--- src/rtl/bht_write_scheduler.sv ---
// Write-port scheduler for the 16-set x 4-way branch history table.
// Arbitrates EXE counter updates against ID allocations, owns FIFO replacement pointers.
module bht_write_scheduler (
    input  logic        clk_i,
    input  logic        rst_i,
    input  logic        id_alloc_req_i,
    input  logic [3:0]  id_set_i,
    input  logic [5:0]  id_tag_i,
    input  logic [9:0]  id_target_i,
    input  logic [1:0]  id_ctr_init_i,
    input  logic        exe_upd_req_i,
    input  logic [3:0]  exe_set_i,
    input  logic [1:0]  exe_way_i,
    input  logic [1:0]  exe_ctr_i,
    output logic        wr_en_o,
    output logic [5:0]  wr_addr_o,
    output logic [18:0] wr_data_o,
    output logic        wr_ctr_only_o,
    output logic        init_busy_o,
    output logic [1:0]  pend_count_o,
    output logic        alloc_drop_o
);

    localparam int unsigned NUM_SETS  = 16;
    localparam int unsigned ADDR_W    = 6;
    localparam int unsigned DATA_W    = 19;
    localparam int unsigned LAST_ADDR = 63;

    typedef enum logic {S_INIT, S_RUN} state_e;

    typedef struct packed {
        logic [3:0] set;
        logic [5:0] tag;
        logic [9:0] target;
        logic [1:0] ctr;
    } alloc_t;

    state_e              state_q, state_d;
    logic [ADDR_W-1:0]   sweep_q, sweep_d;
    logic [1:0]          ptr_q [NUM_SETS];
    logic [1:0]          ptr_d [NUM_SETS];
    alloc_t              q_q [2];
    alloc_t              q_d [2];
    logic [1:0]          cnt_q, cnt_d;
    logic                wr_en_q, wr_en_d;
    logic [ADDR_W-1:0]   wr_addr_q, wr_addr_d;
    logic [DATA_W-1:0]   wr_data_q, wr_data_d;
    logic                wr_ctr_only_q, wr_ctr_only_d;
    logic                busy_q, busy_d;
    logic                drop_q, drop_d;

    alloc_t              inc_c;
    alloc_t              alloc_c;
    logic                do_alloc_c;
    logic                direct_c;
    logic                deq_c;
    logic                dup_c;
    logic                enq_c;
    logic [1:0]          cnt_tmp_c;

    assign inc_c = '{set: id_set_i, tag: id_tag_i, target: id_target_i, ctr: id_ctr_init_i};

    // Next-state: sweep in INIT, arbitration and queue management in RUN
    always_comb begin
        state_d       = state_q;
        sweep_d       = sweep_q;
        ptr_d         = ptr_q;
        q_d           = q_q;
        cnt_d         = cnt_q;
        wr_en_d       = 1'b0;
        wr_addr_d     = '0;
        wr_data_d     = '0;
        wr_ctr_only_d = 1'b0;
        busy_d        = 1'b0;
        drop_d        = 1'b0;
        alloc_c       = '0;
        do_alloc_c    = 1'b0;
        direct_c      = 1'b0;
        deq_c         = 1'b0;
        dup_c         = 1'b0;
        enq_c         = 1'b0;
        cnt_tmp_c     = cnt_q;

        case (state_q)
            S_INIT: begin
                // sweep_q holds the address already on the port
                wr_en_d   = 1'b1;
                busy_d    = 1'b1;
                wr_addr_d = sweep_q + ADDR_W'(1);
                sweep_d   = sweep_q + ADDR_W'(1);
                if (sweep_q == ADDR_W'(LAST_ADDR - 1)) begin
                    state_d = S_RUN;
                end
            end
            S_RUN: begin
                deq_c = !exe_upd_req_i && (cnt_q != 2'd0);
                if (exe_upd_req_i) begin
                    wr_en_d       = 1'b1;
                    wr_addr_d     = {exe_set_i, exe_way_i};
                    wr_data_d     = {17'b0, exe_ctr_i};
                    wr_ctr_only_d = 1'b1;
                end else if (deq_c) begin
                    alloc_c    = q_q[0];
                    do_alloc_c = 1'b1;
                end else if (id_alloc_req_i) begin
                    alloc_c    = inc_c;
                    do_alloc_c = 1'b1;
                    direct_c   = 1'b1;
                end

                if (do_alloc_c) begin
                    wr_en_d              = 1'b1;
                    wr_addr_d            = {alloc_c.set, ptr_q[alloc_c.set]};
                    wr_data_d            = {1'b1, alloc_c.tag, alloc_c.target, alloc_c.ctr};
                    ptr_d[alloc_c.set]   = ptr_q[alloc_c.set] + 2'd1;
                end

                dup_c = ((cnt_q >= 2'd1) && (q_q[0].set == id_set_i) && (q_q[0].tag == id_tag_i)) ||
                        ((cnt_q == 2'd2) && (q_q[1].set == id_set_i) && (q_q[1].tag == id_tag_i));

                if (id_alloc_req_i && !direct_c && !dup_c) begin
                    if ((cnt_q < 2'd2) || deq_c) begin
                        enq_c = 1'b1;
                    end else begin
                        drop_d = 1'b1;
                    end
                end

                if (deq_c) begin
                    q_d[0]    = q_q[1];
                    cnt_tmp_c = cnt_q - 2'd1;
                end
                if (enq_c) begin
                    q_d[cnt_tmp_c[0]] = inc_c;
                end
                cnt_d = cnt_tmp_c + {1'b0, enq_c};
            end
            default: state_d = S_INIT;
        endcase
    end

    // State and registered outputs
    always_ff @(posedge clk_i) begin
        if (rst_i) begin
            state_q       <= S_INIT;
            sweep_q       <= '0;
            for (int i = 0; i < NUM_SETS; i++) begin
                ptr_q[i] <= '0;
            end
            q_q[0]        <= '0;
            q_q[1]        <= '0;
            cnt_q         <= '0;
            wr_en_q       <= 1'b1;
            wr_addr_q     <= '0;
            wr_data_q     <= '0;
            wr_ctr_only_q <= 1'b0;
            busy_q        <= 1'b1;
            drop_q        <= 1'b0;
        end else begin
            state_q       <= state_d;
            sweep_q       <= sweep_d;
            ptr_q         <= ptr_d;
            q_q           <= q_d;
            cnt_q         <= cnt_d;
            wr_en_q       <= wr_en_d;
            wr_addr_q     <= wr_addr_d;
            wr_data_q     <= wr_data_d;
            wr_ctr_only_q <= wr_ctr_only_d;
            busy_q        <= busy_d;
            drop_q        <= drop_d;
        end
    end

    assign wr_en_o       = wr_en_q;
    assign wr_addr_o     = wr_addr_q;
    assign wr_data_o     = wr_data_q;
    assign wr_ctr_only_o = wr_ctr_only_q;
    assign init_busy_o   = busy_q;
    assign pend_count_o  = cnt_q;
    assign alloc_drop_o  = drop_q;

endmodule

--- config.mk ---
export PLATFORM = sky130hd
export DESIGN_NAME = bht_write_scheduler
export DESIGN_NICKNAME = d
export VERILOG_FILES = /design/src/rtl/bht_write_scheduler.sv
export SDC_FILE = /design/constraint.sdc
export NUM_CORES = 1
export LEC_CHECK = 0
export BUFFER_PORTS_ARGS = -buffer_cell sky130_fd_sc_hd__buf_2
export CORE_MARGIN = 2
export CORE_UTILIZATION = 50
export CTS_BUF_LIST = sky130_fd_sc_hd__clkbuf_2 sky130_fd_sc_hd__clkbuf_4 sky130_fd_sc_hd__clkbuf_8
export CTS_CLUSTER_DIAMETER = 200
export DETAILED_ROUTE_END_ITERATION = 12
export PLACE_DENSITY = 0.76
export SYNTH_ARGS = -nofsm -noshare
export SYNTH_HDL_FRONTEND = slang
export SYNTH_SLANG_ARGS = --single-unit
--- constraint.sdc ---
create_clock -name clk_i -period 4 [get_ports clk_i]
set_clock_uncertainty 0.2 [all_clocks]
set_input_delay 0.6 -clock clk_i [delete_from_list [all_inputs] [get_ports clk_i]]
set_output_delay 0.6 -clock clk_i [all_outputs]
set_load 0.02 [all_outputs]
---- Word level (Yosys, flattened, before mapping) ----
Cells that the tools add are included.
Widths: inputs -> output; s select.
word-level totals
  word-level logic and storage cells ...... 112
  bits of input ports ..................... 34
  register bits ........................... 114
operators by class
  reductions and logical operators ........ 19
  magnitude comparators ................... 6
  equality and inequality tests ........... 6
  multiplexer cells ....................... 40
  add/subtract/negate cells ............... 4
  bitwise operators ....................... 4
operators with widths
  cell                 count
  $mux 22              7
  $bwmux 44            1
  $mux 44              1
  $bwmux 32            1
  $demux 22 s1         1
  $mux 19              1
  $mux 1               16
  $eq 6x6->1           2
  $mux 2               6
  $mux 6               2
  $pmux 6 s2           1
  $logic_and 1x1->1    9
  $bmux 2 s4           1
  $demux 2 s4          1
  $eq 4x4->1           2
  $add 6x1->6 const B  1
  $eq 6x6->1 const B   1
  $ge 5x5->1 const B   1
  $lt 5x1->1 const B   1
  $not 4->5            1
  $reduce_and 2->1     2
  $logic_not 1->1      3
  $reduce_or 3->1      1
  $add 2x1->2          1
  other kinds (13)     15

---- Logic depth before layout (Yosys ltp) ----
Gate-level depths: netlist of run 1.
  word-level depth ........................ 11
  depth in mapped cells ................... 13
  gate-level depth less buffers ........... 12

---- Least setup slack after synthesis of run 1 ----
OpenSTA, ideal clock, no wires.
  kind .................................... register -> register
  start ................................... register cnt_q[0], in the netlist pend_count_o[0]
  end ..................................... register ptr_q[19] in the netlist's numbering
  setup time .............................. 0.156 ns
  slack ................................... 0.703 ns
  arrival ................................. 2.941 ns
  stages on the path, launching flop included .. 12
  required time ........................... 3.644 ns
  buffers on the path ..................... 2
  path through ............................ dfxtp_1 inv_1 ha_1 nor2b_1 buf_4 a31oi_1 buf_6 mux2_1 o2bb2ai_1 nor4_4 xor2_2 a311oi_1
between the ends
  cells in the longest elaborated chain, start to end .. 11
  elaborated cells on any way between the ends .. 20
RTL lines
  element                                                                   RTL line  RTL
  start, declared                                                           44        logic [1:0] cnt_q, cnt_d;
  start signal, assigned                                                    164       cnt_q <= cnt_d;
  $reduce_bool 2->1 *                                                       96        deq_c = !exe_upd_req_i && (cnt_q != 2'd0);
  $logic_and 1x1->1 *                                                       96
  $mux 22                                                                   102       end else if (deq_c) begin
  $mux 22                                                                   97        if (exe_upd_req_i) begin
  $mux 22                                                                   84        case (state_q)
  $not 4->5 (not written as such)                                           115       ptr_d[alloc_c.set] = ptr_q[alloc_c.set] + 2'd1;
  $bmux 2 s4 (tied with other cells)                                        115
  $mux 2 (not written as such) / $logic_and 1x1->1 (equally long branches)  115
  $mux 2 (not written as such)                                              115
  $add 2x1->2 / $demux 2 s4 (equally long branches)                         115
  $bwmux 32                                                                 115
  end signal, assigned                                                      162       ptr_q <= ptr_d;
  end, declared                                                             40        logic [1:0] ptr_q [NUM_SETS];
Every way passes the cells marked *; elsewhere a longest branch is shown, timed or not. The select of a mux whose other input is x is not followed.
A chain may end at the register's enable or synchronous reset.

---- Worst setup path after layout of run 1 ----
  start ................................... register cnt_q[1], in the netlist pend_count_o[1]
  end ..................................... register ptr_q[29] in the netlist's numbering
Same word-level chain as after synthesis.

==> results of run 1 <==
worst max-delay path, cell delays in order, from the launching register on:
cell and delay [ns]:
dfxtp_1 0.46, inv_1 0.15, ha_1 0.33, nor2b_2 0.27
a31oi_2 0.50, nor3_1 0.11, buf_4 0.18, o2bb2ai_1 0.16
nor4_4 0.41, buf_4 0.24, xor2_2 0.34, a211oi_1 0.13
worst paths after layout:
kind,end,slack (ns),depth (start not counted)
setup / recovery,ptr_q[29],0.41,11
setup reg to reg,ptr_q[29],0.41,11
hold / removal,wr_data_o[0],0.17,3
hold reg to reg,q_q[25],0.25,2
cells in the mapped netlist (all sizes together), types with 7 or more instances:
| cell | instances | area share, % |
|---|---|---|
| dfxtp | 114 | 44 |
| nor2 | 95 | 6.9 |
| nand2 | 54 | 3.9 |
| mux2i | 50 | 9.7 |
| a21oi | 40 | 3.9 |
| clkbuf | 38 | 2.8 |
| nand3 | 33 | 3.2 |
| xnor2 | 22 | 3.7 |
| a31oi | 19 | 2.3 |
| a211oi | 14 | 2.0 |
| a32oi | 12 | 2.0 |
| o2bb2ai | 11 | 1.9 |
| xor2 | 11 | 2.2 |
| o21ai | 10 | 0.97 |
| buf | 8 | 0.92 |
| nor3 | 7 | 0.68 |
cell families (layout without fill, tap and decap cells):
kind of cell / count (synthesis) / after routing / synth area share (%)
buf+inv: 52 / 119 / 4.13
simple gates: 214 / 214 / 18.2
flops: 114 / 114 / 44.3
xor+xnor: 33 / 33 / 5.91
compound gates: 125 / 125 / 16.0
mux: 51 / 51 / 9.94
fa+ha+maj: 6 / 6 / 1.46
layer usage:
layer / up-vias / routed length (µm)
met3: 25 / 750
met5: - / 0
met2: 151 / 6130
met1: 2168 / 5540
li1: 2200 / -
met4: 0 / 240
layout by cell type (no fill, tap or decap), types with 9 or more instances in the layout:
master,count
dfxtp_1,114
nor2_1,95
buf_2,64
nand2_1,54
mux2i_1,50
a21oi_1,40
nand3_1,33
xnor2_1,22
a31oi_1,17
clkbuf_8,17
buf_4,17
a211oi_1,14
a32oi_1,12
o2bb2ai_1,11
xor2_1,9
o21ai_0,9
registers in the layout (all words and copies together) (netlist names):
register       count
state_q            1
pend_count_o       2
wr_ctr_only_o      1
wr_addr_o          6
init_busy_o        1
alloc_drop_o       1
wr_data_o         19
ptr_q             32
sweep_q            6
wr_en_o            1
q_q               44
repair_timing:
action                     in CTS  in global routing
buffers inserted                0                  0
resized for setup               0                  2
setup endpoints to repair       0                  8
where the power goes:
group | leakage [nW] | switching [W] | internal (W)
clock | 0.172 | 0.000497 | 0.000502
sequential | 0.919 | 0.00000463 | 0.00114
combinational | 1.31 | 0.0000858 | 0.0000442
final cells by class:
cell class	instances	area (µm²)	share of cell area, %
tap	136	170	2.85
clock inverter	14	129	2.16
multi-input combinational	429	2670	44.8
inverter	6	22.5	0.377
timing repair buffer	81	448	7.51
sequential	114	2280	38.2
clock buffer	18	241	4.05
stage by stage:
stage / cell area, µm² / power (W) / hold WS, ns
after floorplan: 5150 / 0.00125 / 0.227
after global placement: 5590 / 0.00129 / 0.239
after detailed placement: 5590 / 0.00130 / 0.246
after CTS: 5960 / 0.00229 / 0.151
after global routing: 5970 / 0.00235 / 0.160
final: 5970 / 0.00227 / 0.170
==> results.cfg, run 1 <==
[flow_run]
maxCapViolCount = 0

[floorplan]
pin_count = 65
rows = 37
dieArea_um2 = 11100
dieHeight_um = 105
die_w_um = 105
core_area_um2 = 10100
start_util_pct = 50.8

[global_route]
use_met1_pct = 29.5
grt_remaining_overflow = 0
grt_first_pass_wirelength_um = 21100
grt_pass1_vias = 4324
grt_max_degree = 42
grt-busiest-layer = met2
grt_use_total_pct = 23.7
use_met3_pct = 5.81
use_met2_pct = 39.6
antenna_found_initial = 0

[clocking]
cts_max_path_buffers = 2
cts_inserted_buffers = 17
cts_tree = built
clk_pin_slew_ns = 0.08
ctsHoldBuffers = 0
clockRootBuffer = clkbuf_8
clock_latency_ns = 0.43
cts.sinks = 114
ctsHtreeMaxLevel = 4

[power]
power_per_cell_area_nw_per_um2 = 381
vdd_drop_max_mv = 0.228
leakage_nw = 2.40

[worst_setup_path]
critPathKind = reg -> reg
worstReg2RegStart = pend_count_o[1]
crit_required_ns = 4.09
startpoint = pend_count_o[1]
startpoint_type = flop
critPathCaptureType = flop
cp_max_fo = 12
crit_arrival_ns = 3.68

[placed_design]
io_buffers = 64
dp.cells = 766
gp_congestion = 0.937
post-place-ws_ns = 0.209
hpwlAfterDp_um = 8770

[layout]
nets = 689
synthToLayoutAreaGrowth_pct = 15.9
drive_above_1_share_pct = 19.0
diodes = 0
fin_util_pct = 58.9
instances_no_fill = 798
fill_cells = 909

[timing]
tns_ns = 0
rsz0062_at_grt = false
slew_headroom_pct = 57.6
setup_ws_ns = 0.406
fmax_mhz = 278
tightestPinTransition_ns = 0.633
finalMaxSlewViolations = 0
final-hold-violation-count = 0
setup-violations-final = 0
fin_crit_sh_pct = 89.8
min_period_ns = 3.59

[synthesis]
ys_warn_count = 0
synth_cells = 595
syn_avg_cell_area_um2 = 8.65
ys_types = 44
syn_nets = 635
postSynth.topFlopCell = dfxtp_1
ys_seq_area_share_pct = 44.3
async_flop_share_pct = 0
synth-edff-count = 0
synth_area_um2 = 5150
synth-seq-cells = 114

[route]
detail_route.first_pass.iterations = 5
vias_per_cell = 5.69
num_vias = 4544
ant_nets = 0
drt-total-wl_um = 12700
drt_iter0_drc = 251
wire_per_inst_um = 15.9
drc = 0

[outcome]
outcome = completed

[worst_hold_path]
hold_class = in -> reg
worstHoldStart = exe_ctr_i[0]
No activity file was read; power rests on OpenSTA's default activity.
==> run 2, diff against run 1 <==
==> config.mk (replaced) <==
export PLATFORM = sky130hd
export DESIGN_NAME = bht_write_scheduler
export DESIGN_NICKNAME = d
export VERILOG_FILES = /design/src/rtl/bht_write_scheduler.sv
export SDC_FILE = /design/constraint.sdc
export NUM_CORES = 1
export LEC_CHECK = 0
export BUFFER_PORTS_ARGS = -buffer_cell sky130_fd_sc_hd__buf_4
export CORE_MARGIN = 2
export CORE_UTILIZATION = 25
export CTS_BUF_LIST = sky130_fd_sc_hd__clkbuf_2 sky130_fd_sc_hd__clkbuf_4 sky130_fd_sc_hd__clkbuf_8
export CTS_CLUSTER_DIAMETER = 200
export DETAILED_ROUTE_END_ITERATION = 12
export PLACE_DENSITY = 0.47
export SKIP_LAST_GASP = 1
export SYNTH_ARGS = -nofsm -noshare
export SYNTH_HDL_FRONTEND = slang
export SYNTH_SLANG_ARGS = --single-unit
==> run 2 against run 1 <==
  * Combinational power is 8% higher
  * Critical path type unchanged
  * Sequential power hardly changed
  * Count of clock-buffer cells in the layout is 2 higher
  * Largest cell class unchanged
  * Cell count is 17% higher
  * Critical path depth is 2 lower
  * Via count is 1.0% lower
  * Clock power is 15% higher
  * Total power is 7.2% higher
  * Global-route usage is 9.8 points lower
  * Non-clock buffer count is 1 higher
  * Fmax is 3.1% higher
==> results.cfg, run 2 (synthesis gave the netlist of run 1 again) <==
[outcome]
outcome = completed

[layout]
largest_register_ffs = 44
fin_util_pct = 31.4
nets = 690
regMostFlops = q_q
layout_commonest_cell = dfxtp_1
synthToLayoutAreaGrowth_pct = 23.5
drive_above_1_share_pct = 19.0
final_cell_mix = 114 x dfxtp_1, 95 x nor2_1, 81 x buf_4, 54 x nand2_1, 50 x mux2i_1
diodes = 0

[worst_setup_path]
cp_max_fo = 9
crit_required_ns = 4.09
reg2reg_depth = 9
rrSetupSlack_ns = 0.51
critPathKind = reg -> reg
critPathCaptureType = flop
crit_arrival_ns = 3.58
rr_endpoint = ptr_q[29]
startpoint_type = flop
worstReg2RegStart = pend_count_o[0]

[global_route]
grt_pass1_vias = 4477
grt_first_pass_wirelength_um = 23800
grt_use_total_pct = 13.9
grt_max_degree = 57
grt_remaining_overflow = 0
antenna_found_initial = 0

[floorplan]
dieArea_um2 = 21800
die_w_um = 148
pin_count = 65
core_area_um2 = 20200
start_util_pct = 25.4
rows = 52
dieHeight_um = 148

[worst_hold_path]
worstHoldStart = exe_ctr_i[1]
worstHoldEndpoint = wr_data_o[1]
hold_depth = 3
hold_class = in -> reg

[route]
drt_iter0_drc = 261
drc = 0
wire_per_inst_um = 15.9
detail_route.first_pass.iterations = 5
vias_per_cell = 4.82
num_vias = 4497
ant_nets = 0
drt-total-wl_um = 14800

[power]
power_per_cell_area_nw_per_um2 = 383
comb_power_share_pct = 5.8
power.internal_w = 0.00184
seqPwrFrac_pct = 47.0
leakage_nw = 2.48
p_sw_w = 0.000594
p_total_w = 0.00244
p_clk_share_pct = 47.3
sw_frac_of_total_pct = 24.4
vdd_drop_max_mv = 0.200

[timing]
timing.hold.ws_ns = 0.171
rsz0062_at_grt = false
fin_crit_sh_pct = 87.1
finalMaxSlewViolations = 0
tns_ns = 0
setup_ws_ns = 0.515
final-hold-violation-count = 0
fmax_mhz = 287
min_period_ns = 3.49
setup-violations-final = 0
tightestPinTransition_ns = 0.677
slew_headroom_pct = 54.7

[flow_run]
maxCapViolCount = 0

[clocking]
ctsHtreeMaxLevel = 4
cts_inserted_buffers = 17
clk_pin_slew_ns = 0.07
clockRootBuffer = clkbuf_8
clock_latency_ns = 0.44
cts_tree = built
cts.sinks = 114
cts_max_path_buffers = 2

[placed_design]
hpwlAfterDp_um = 9950
gp_congestion = 0.805
post-place-ws_ns = 0.389
io_buffers = 64
run 2: worst max-delay path by stage:
stage                         start         to  cells after the start
finish              pend_count_o[0]  ptr_q[29]                      9
global route        pend_count_o[0]  ptr_q[29]                     10
CTS                 pend_count_o[0]  ptr_q[29]                     10
detailed placement  pend_count_o[0]  ptr_q[29]                     10
global placement    pend_count_o[0]  ptr_q[19]                     10
floorplan           pend_count_o[0]  ptr_q[19]                     11
run 2: metal layers:
layer  GRT usage (%)  part of all wire, %  vias up  routed length [µm]
li1                -                    -     2205                   -
met1            17.7                   45     2146                6710
met2            23.0                   48      138                7180
met3            3.98                  5.5        8                 811
met4            3.80                 0.90        0                 133
met5               0                    0        -                   0
run 2: critical path, stage by stage, from the launching register on:
cell and delay, ns:
dfxtp_1 0.35, inv_1 0.17, ha_1 0.20, nor2b_1 0.53, a31oi_2 0.31, mux2_1 0.39, o2bb2ai_1 0.17, nor4_4 0.49
xor2_2 0.39, a211oi_1 0.14
run 2: metrics by stage:
step,cells,cell area (µm²)
2_1_floorplan,595,5150
3_3_place_gp,901,5940
3_5_place_dp,901,5940
4_1_cts,933,6350
5_1_grt,933,6360
6_report,933,6360
run 2: what timing repair did:
action | 4_1_cts | 5_1_grt
endpoints found under the setup margin | 0 | 1
setup buffers | 0 | 0
resized for setup | 0 | 1
hold buffers | 0 | 0
hold endpoints to repair | 0 | 0
run 2: power by group through the flow:
stage / Sequential (W) / Clock (W) / Combinational (W)
2_1_floorplan: 0.00117 / 0 / 0.0000771
3_3_place_gp: 0.00117 / 0 / 0.000138
3_5_place_dp: 0.00117 / 0 / 0.000140
4_1_cts: 0.00114 / 0.00119 / 0.000141
5_1_grt: 0.00115 / 0.00124 / 0.000154
6_report: 0.00114 / 0.00115 / 0.000140
run 2: final cells by class:
cell class                      count  area, µm²
Fill cell                        2134      13900
Tap cell                          270        338
Sequential cell                   114       2280
Multi-Input combinational cell    429       2670
Clock buffer                       20        263
Inverter                            6       22.5
Clock inverter                     12        156
Timing Repair Buffer               82        628
